===== src/rtl/logic_op_pkg.sv =====
`default_nettype none
// +----------------------------------------------------------------------+
// | logic_op_pkg : op encodings and per-bit evaluator for logic_op_pipe  |
// | Rev 1.0                                                              |
// +----------------------------------------------------------------------+
package logic_op_pkg;

  typedef enum logic [1:0] {
    OP_AND  = 2'd0,
    OP_OR   = 2'd1,
    OP_XOR  = 2'd2,
    OP_NAND = 2'd3
  } op_e;

  // Single-bit evaluator; the pipe replicates it across WIDTH so the function
  // stays width-agnostic.
  function automatic logic logic_op_eval(input logic a, input logic b, input op_e op);
    logic r;
    case (op)
      OP_AND:  r = a & b;
      OP_OR:   r = a | b;
      OP_XOR:  r = a ^ b;
      default: r = ~(a & b);
    endcase
    return r;
  endfunction

endpackage
`default_nettype wire


===== src/rtl/logic_op_stage.sv =====
`default_nettype none
// +----------------------------------------------------------------------+
// | logic_op_stage : one valid/ready register slice, payload width DW    |
// | Rev 1.0                                                              |
// +----------------------------------------------------------------------+
module logic_op_stage #(
  parameter int DW = 8
) (
  input  logic          clk,
  input  logic          rst,
  input  logic          in_valid,
  output logic          in_ready,
  input  logic [DW-1:0] in_data,
  output logic          out_valid,
  input  logic          out_ready,
  output logic [DW-1:0] out_data
);

  logic          r_valid;
  logic [DW-1:0] r_data;

  // Ready is purely combinational so an empty-or-draining slice never bubbles.
  assign in_ready = !r_valid || out_ready;

  always_ff @(posedge clk) begin
    if (rst) begin
      r_valid <= 1'b0;
      r_data  <= '0;
    end else if (in_ready) begin
      r_valid <= in_valid;
      r_data  <= in_data;
    end
  end

  assign out_valid = r_valid;
  assign out_data  = r_data;

endmodule
`default_nettype wire


===== src/rtl/logic_op_pipe.sv =====
`default_nettype none
// +----------------------------------------------------------------------+
// | logic_op_pipe : two-stage c = f(a,b), d = a | (b ^ c) with valid/ready|
// | Optional output handshake counter: LOGIC_OP_PIPE_CNT_EN              |
// | Rev 1.0                                                              |
// +----------------------------------------------------------------------+
module logic_op_pipe
  import logic_op_pkg::*;
#(
  parameter int WIDTH = 8
) (
  input  logic             clk,
  input  logic             rst,
  input  logic             in_valid,
  output logic             in_ready,
  input  logic [WIDTH-1:0] in_a,
  input  logic [WIDTH-1:0] in_b,
  input  logic [1:0]       in_op,
  output logic             out_valid,
  input  logic             out_ready,
  output logic [WIDTH-1:0] out_c,
  output logic [WIDTH-1:0] out_d
`ifdef LOGIC_OP_PIPE_CNT_EN
  ,
  output logic [15:0]      out_count
`endif
);

  logic [WIDTH-1:0]   w_c;
  logic [3*WIDTH-1:0] w_s1_data;
  logic               w_s1_valid;
  logic               w_s2_take;
  logic [WIDTH-1:0]   w_s1_a;
  logic [WIDTH-1:0]   w_s1_b;
  logic [WIDTH-1:0]   w_s1_c;
  logic [WIDTH-1:0]   w_d;

  for (genvar i = 0; i < WIDTH; i++) begin : g_bit
    assign w_c[i] = logic_op_eval(in_a[i], in_b[i], op_e'(in_op));
  end

  logic_op_stage #(.DW(3*WIDTH)) u_s1 (
    .clk       (clk),
    .rst       (rst),
    .in_valid  (in_valid),
    .in_ready  (in_ready),
    .in_data   ({in_a, in_b, w_c}),
    .out_valid (w_s1_valid),
    .out_ready (w_s2_take),
    .out_data  (w_s1_data)
  );

  assign {w_s1_a, w_s1_b, w_s1_c} = w_s1_data;
  assign w_d = w_s1_a | (w_s1_b ^ w_s1_c);

  logic_op_stage #(.DW(2*WIDTH)) u_s2 (
    .clk       (clk),
    .rst       (rst),
    .in_valid  (w_s1_valid),
    .in_ready  (w_s2_take),
    .in_data   ({w_s1_c, w_d}),
    .out_valid (out_valid),
    .out_ready (out_ready),
    .out_data  ({out_c, out_d})
  );

`ifdef LOGIC_OP_PIPE_CNT_EN
  logic [15:0] r_count;

  always_ff @(posedge clk) begin
    if (rst) begin
      r_count <= 16'd0;
    end else if (out_valid && out_ready) begin
      r_count <= r_count + 16'd1;
    end
  end

  assign out_count = r_count;
`endif

endmodule
`default_nettype wire


===== config.mk =====
export PLATFORM = sky130hd
export DESIGN_NAME = logic_op_pipe
export DESIGN_NICKNAME = d
export VERILOG_FILES = /design/src/rtl/logic_op_pkg.sv /design/src/rtl/logic_op_stage.sv /design/src/rtl/logic_op_pipe.sv
export SDC_FILE = /design/constraint.sdc
export NUM_CORES = 1
export LEC_CHECK = 0
export ABC_AREA = 0
export CORE_MARGIN = 10
export CORE_UTILIZATION = 55
export DETAILED_ROUTE_END_ITERATION = 16
export GPL_TIMING_DRIVEN = 0
export MAX_ROUTING_LAYER = met4
export PLACE_DENSITY = 0.83
export SYNTH_ARGS = -nofsm -noshare
export SYNTH_HDL_FRONTEND = slang
export SYNTH_HIERARCHICAL = 1
export SYNTH_SLANG_ARGS = --single-unit

===== constraint.sdc =====
create_clock -name clk -period 2.25 [get_ports clk]
set_clock_uncertainty 0.05 [all_clocks]
set_input_delay 0.675 -clock clk [delete_from_list [all_inputs] [get_ports clk]]
set_output_delay 0.675 -clock clk [all_outputs]
set_load 0.05 [all_outputs]

==> impl_results.md, run 1 <==
- Setup TNS: 0 ps
- Final period utilization: 0.988
- First-pass GRT wire length: 10100 µm
- Post-synth ARST share: 0
- Final WL: 5710 µm
- Fillcell total: 399
- Clk sink count: 42
- Worst setup path class: in2out
- Via density: 5.26
- Register area: 842 µm²
- Post-synth top cells: nand2b_1 (48), dfxtp_1 (42), nand4bb_1 (40)
- Port Buf Inserts: 38
- Post-Syn Instances: 290
- GRT overflow: 0
- RSZ-0062 raised after global routing: no
- Largest net degree at the start of global routing: 13
- Number of synthesized flops with an enable pin: 0
- Sequential element share of the synthesized area: 0.309
- Routed len/inst: 14.0 µm
- Distinct cells, synth: 28
- Synth Flop Type: dfxtp_1
- Top-count cell post-synth: nand2b_1
- H-tree depth: 2
- Diode count: 0
- Layout area overhead: 22.7%
- Post-layout nets: 377
- Status: finished clean
- Crit. End Element: primary output
- Final Wtd Congestion: 0.819
- Util after Layout: 0.702
- CP required: 1520 ps
- LEAKAGE: 1.32 nW
- Crit-path max FO: 4
- Row count: 25
- Pwr per Cell Area: 561 nW/µm²
- Layout cells sized above 1: 0.194
- Min-delay worst type: reg2reg
- Horiz. Die Dim: 90.3 µm
- Final Hold Fails: 0
- Die height: 90.3 µm
- Ports: 40
- Slew Limit Fails: 0
- Max rail drop VDD: 0.327 mV
- Post-Syn Area: 2720 µm²
- Area after DPL: 3180 µm²
- WP data arrival: 1500 ps
- Die area: 8160 µm²
- Clk root buf: clkbuf_8
- TritonRoute pass-1 iters: 4
- Num CTS Buffers: 5
- HPWL after DPL: 4490 µm
- ANT nets after route: 0
- Vias: 2139
- Min Tclk post-route: 2220 ps
- Starting density of the core: 0.572
- Vias in the first global route: 2226
- GRT Total Usage: 0.146
- Area of the multi-input gates: 1640 µm²
- Clock Tree Buf Depth: 2
- Syn Nets: 328
- TritonCTS clock tree: yes
- Fmax: 450 MHz
- Initial antenna violation count: 0
- Yosys reg bits: 42
- Synth top area cells: dfxtp_1 (31%), nand4bb_1 (17%), nand2b_1 (11%), o21ai_2 (9.7%), ha_1 (7.4%)
- Mean Syn Cell Area: 9.38 µm²
- Area leader, netlist: dfxtp_1
- Hold Buf Count CTS: 0
- Warnings, synthesis: 6
- Maximum capacitance violations: 0
- Clock edge transition at the registers on the reported setup and hold paths: 80 ps
- Drt initial violations: 69
- Post-route design area: 3340 µm²
- Top-area cell type share of the netlist area: 0.309
- DRC violations left: 0
- Worst-Skew Late Latency: 290 ps
- Worst setup SP type: input pin
- Setup-failing EPs final: 0
- Slew @ Worst Pin: 504 ps
- Slew headroom: 0.663
- Core box area: 4750 µm²
- R2R setup slack: 780 ps
worst paths after layout:
path / from / to / cells past startpoint
max: out_ready / in_ready / 6
min: u_s1/out_data[23] / u_s1/out_data[23] / 2
max reg2reg: u_s2/out_valid / u_s1/out_data[12] / 6
min reg2reg: u_s1/out_data[23] / u_s1/out_data[23] / 2
critical path, cell delays in order:
cell and delay, ps:
buf_8 100, and2b_4 260, inv_4 30, and2b_4 250, inv_2 50, buf_8 140
cell families after synthesis:
group / share of synthesized area
AOI/OAI and AO/OA: 0.184
DFF: 0.309
and+or+nand+nor: 0.321
adders and majority gates: 0.0736
buffers and inverters: 0.0870
xor gates and xnor gates: 0.0258
flip-flops by register name, summed over array words and instances (netlist names):
register and count:
u_s1/out_data 24, u_s2/out_data 16, u_s1/out_valid 1, u_s2/out_valid 1
through the flow:
stage          instances  hold slack [ps]  power [W]  setup WS (ps)
2_1_floorplan        290              408    0.00117           44.6
3_3_place_gp         395              423    0.00131          -1270
3_5_place_dp         395              431    0.00133          -1290
4_1_cts              406              441    0.00188           20.9
5_1_grt              407              482    0.00195           5.09
6_report             407              442    0.00187           26.6
layout by cell type, fill, tap and decap left out, drive strengths merged, types with 4 or more instances in the layout:
cell | netlist | routed
dfxtp | 42 | 42
o21ai | 50 | 50
a21oi | 6 | 6
clkdlybuf4s50 | 0 | 35
xnor2 | 8 | 8
inv | 24 | 24
nand2b | 48 | 48
nand2 | 10 | 10
clkbuf | 8 | 16
nand4bb | 40 | 40
nor2b | 9 | 9
o22ai | 4 | 4
ha | 16 | 16
buf | 13 | 19
layer usage:
metal,vias to the layer above,routed length (µm),global-route usage
met5,-,0,-
met4,0,66,0.0398
met3,6,258,0.0407
met2,53,2640,0.248
met1,979,2740,0.165
li1,1101,-,-
where the power goes:
| part | total [W] | internal (W) | leakage (nW) | switching (W) |
|---|---|---|---|---|
| Combinational | 0.000468 | 0.000213 | 0.917 | 0.000255 |
| Clock | 0.000560 | 0.000310 | 0.0575 | 0.000250 |
| Sequential | 0.000843 | 0.000801 | 0.349 | 0.0000413 |
cell type report:
| class | instances | share of cell area |
|---|---|---|
| Inverter | 24 | 0.0278 |
| Clock buffer | 8 | 0.0330 |
| Tap cell | 67 | 0.0251 |
| Timing Repair Buffer | 42 | 0.126 |
| Buffer | 21 | 0.0439 |
| Sequential cell | 42 | 0.252 |
| Multi-Input combinational cell | 203 | 0.492 |
what timing repair did:
item                                    in CTS  in global routing
endpoints found under the setup margin       2                  1
buffers inserted                             3                  1
resized for setup                           17                  1
Power figures use the tool's default switching activity.
==> run 2, diff against run 1 <==
--- a/config.mk
+++ b/config.mk
@@ -6,6 +6,7 @@
 export NUM_CORES = 1
 export LEC_CHECK = 0
 export ABC_AREA = 0
+export ABC_CLOCK_PERIOD_IN_PS = 2050
 export CORE_MARGIN = 10
 export CORE_UTILIZATION = 55
 export DETAILED_ROUTE_END_ITERATION = 16
==> constraint.sdc (replaced) <==
create_clock -name clk -period 2.05 [get_ports clk]
set_clock_uncertainty 0.05 [all_clocks]
set_input_delay 0.615 -clock clk [delete_from_list [all_inputs] [get_ports clk]]
set_output_delay 0.615 -clock clk [all_outputs]
set_load 0.05 [all_outputs]
==> impl_results.md, run 2 (synthesis results as in run 1) <==
- Status: finished, violations left
- Failing checks: setup timing
- H-tree depth: 2
- Placed cell count: 395
- Worst setup SP type: input pin
- RSZ-0062 raised after global routing: yes
- Die height: 90.3 µm
- Setup WS pre-CTS: -1300 ps
- Final Wtd Congestion: 0.796
- Slew Limit Fails: 0
- Largest net degree at the start of global routing: 13
- Core box area: 4750 µm²
- LEAKAGE: 1.37 nW
- GRT overflow: 0
- Final WL: 5690 µm
- Util after Layout: 0.696
- Max rail drop VDD: 0.350 mV
- Initial antenna violation count: 0
- Max FFs per register: 24
- Setup-failing EPs final: 1
- Min Tclk post-route: 2140 ps
- Min-delay worst type: reg2reg
- Net Switching: 0.000589 W
- Pwr per Cell Area: 618 nW/µm²
- Maximum capacitance violations: 0
- Starting density of the core: 0.572
- Final period utilization: 1.04
- Via density: 5.19
- Row count: 25
- Clk root buf: clkbuf_8
- CP required: 1380 ps
- WP data arrival: 1470 ps
- ANT nets after route: 0
- Diode count: 0
- Crit. End Element: primary output
- Vias in the first global route: 2085
- Layout cells sized above 1: 0.186
- Fmax: 468 MHz
- Logic pwr share: 0.241
- Clock Power Share: 0.307
- Commonest non-fill, non-tap cell in the layout: nand2b_1
- Worst-Skew Late Latency: 290 ps
- Port Buf Inserts: 38
- First-pass GRT wire length: 9430 µm
- Commonest non-fill, non-tap cells in the layout: nand2b_1 (48), dfxtp_1 (41), nand4bb_1 (40), o21ai_2 (30), inv_1 (21)
- Switch share: 0.288
- Hold Buf Count CTS: 0
- Reg power frac: 0.452
- Crit-path max FO: 8
- Drt initial violations: 77
- Clock edge transition at the registers on the reported setup and hold paths: 70 ps
- Post-layout nets: 376
- R2R setup slack: 570 ps
- TritonRoute pass-1 iters: 4
- Clock Tree Buf Depth: 2
- DRC violations left: 0
- HPWL after DPL: 4480 µm
- Vias: 2106
- Slew headroom: 0.665
- Worst Setup Slack, final: -86.1 ps
- Non-Filler Instances: 406
- Final Hold Fails: 0
- Num CTS Buffers: 5
- TritonCTS clock tree: yes
- Clk sink count: 42
- Horiz. Die Dim: 90.3 µm
- Slew @ Worst Pin: 504 ps
- Cell internal pwr: 0.00146 W
- Layout area overhead: 21.7%
- Ports: 40
- Routed len/inst: 14.0 µm
- GRT Total Usage: 0.138
- Die area: 8160 µm²
- Worst setup path class: in2out
-- run 2: changes by cell type in the layout (fill, tap and decap cells not counted), sizes merged --
cell / previous run / this run
buf: 19 / 18
bufinv: 0 / 1
clkbuf: 16 / 15
clkdlybuf4s50: 35 / 19
dlygate4sd2: 1 / 17
-- run 2: critical path, stage by stage --
cell	delay [ps]
buf_8	100
and2b_4	260
inv_4	40
and2b_4	270
inv_6	40
buf_8	140
-- run 2: repair_timing --
item | in CTS | in global routing
endpoints found under the setup margin | 18 | 1
buffers inserted | 2 | 1
resized for setup | 33 | 0
-- run 2: worst paths after layout --
kind / cells past startpoint / from / to
worst max register to register: 6 / u_s2/out_valid / u_s1/out_data[12]
worst min-delay path: 2 / u_s1/out_data[23] / u_s1/out_data[23]
worst max-delay path: 6 / out_ready / in_ready
worst min register to register: 2 / u_s1/out_data[23] / u_s1/out_data[23]
-- run 2: per-stage QoR --
| step | TNS, ps | power (W) | hold slack (ps) | area [µm²] |
|---|---|---|---|---|
| final | -86.1 | 0.00205 | 442 | 3310 |
| after CTS | -103 | 0.00206 | 442 | 3300 |
| after detailed placement | -7410 | 0.00146 | 433 | 3190 |
| after global routing | -109 | 0.00214 | 479 | 3310 |
| after floorplan | 0 | 0.00129 | 407 | 2730 |
| after global placement | -7410 | 0.00144 | 423 | 3190 |
-- run 2: power groups by stage --
stage / clock (W) / sequential (W) / combinational [W]
floorplan: 0 / 0.00103 / 0.000251
global placement: 0 / 0.000941 / 0.000499
detailed placement: 0 / 0.000944 / 0.000512
CTS: 0.000642 / 0.000924 / 0.000497
global route: 0.000668 / 0.000931 / 0.000540
finish: 0.000628 / 0.000925 / 0.000494
-- run 2: final cells by class --
class | instances | area, µm²
plain buffers | 21 | 146
clock buffers | 7 | 76.3
clock inverters | 1 | 30.0
fillers | 394 | 1450
inverters | 24 | 97.6
multi-input cells | 203 | 1640
flip-flops and latches | 42 | 842
well taps | 67 | 83.8
repair buffers | 41 | 392
-- run 2: layer usage --
layer | share of wire | track usage
met2 | 0.46 | 0.228
met3 | 0.043 | 0.0357
met5 | 0 | -
met1 | 0.48 | 0.157
met4 | 0.014 | 0.0531
==> run 3, diff against run 2 <==
--- a/config.mk
+++ b/config.mk
@@ -17,3 +17,4 @@
 export SYNTH_HDL_FRONTEND = slang
 export SYNTH_HIERARCHICAL = 1
 export SYNTH_SLANG_ARGS = --single-unit
+export TNS_END_PERCENT = 5
==> results of run 3 <==
The final DEF is identical to that of run 2; final timing and power are the same.
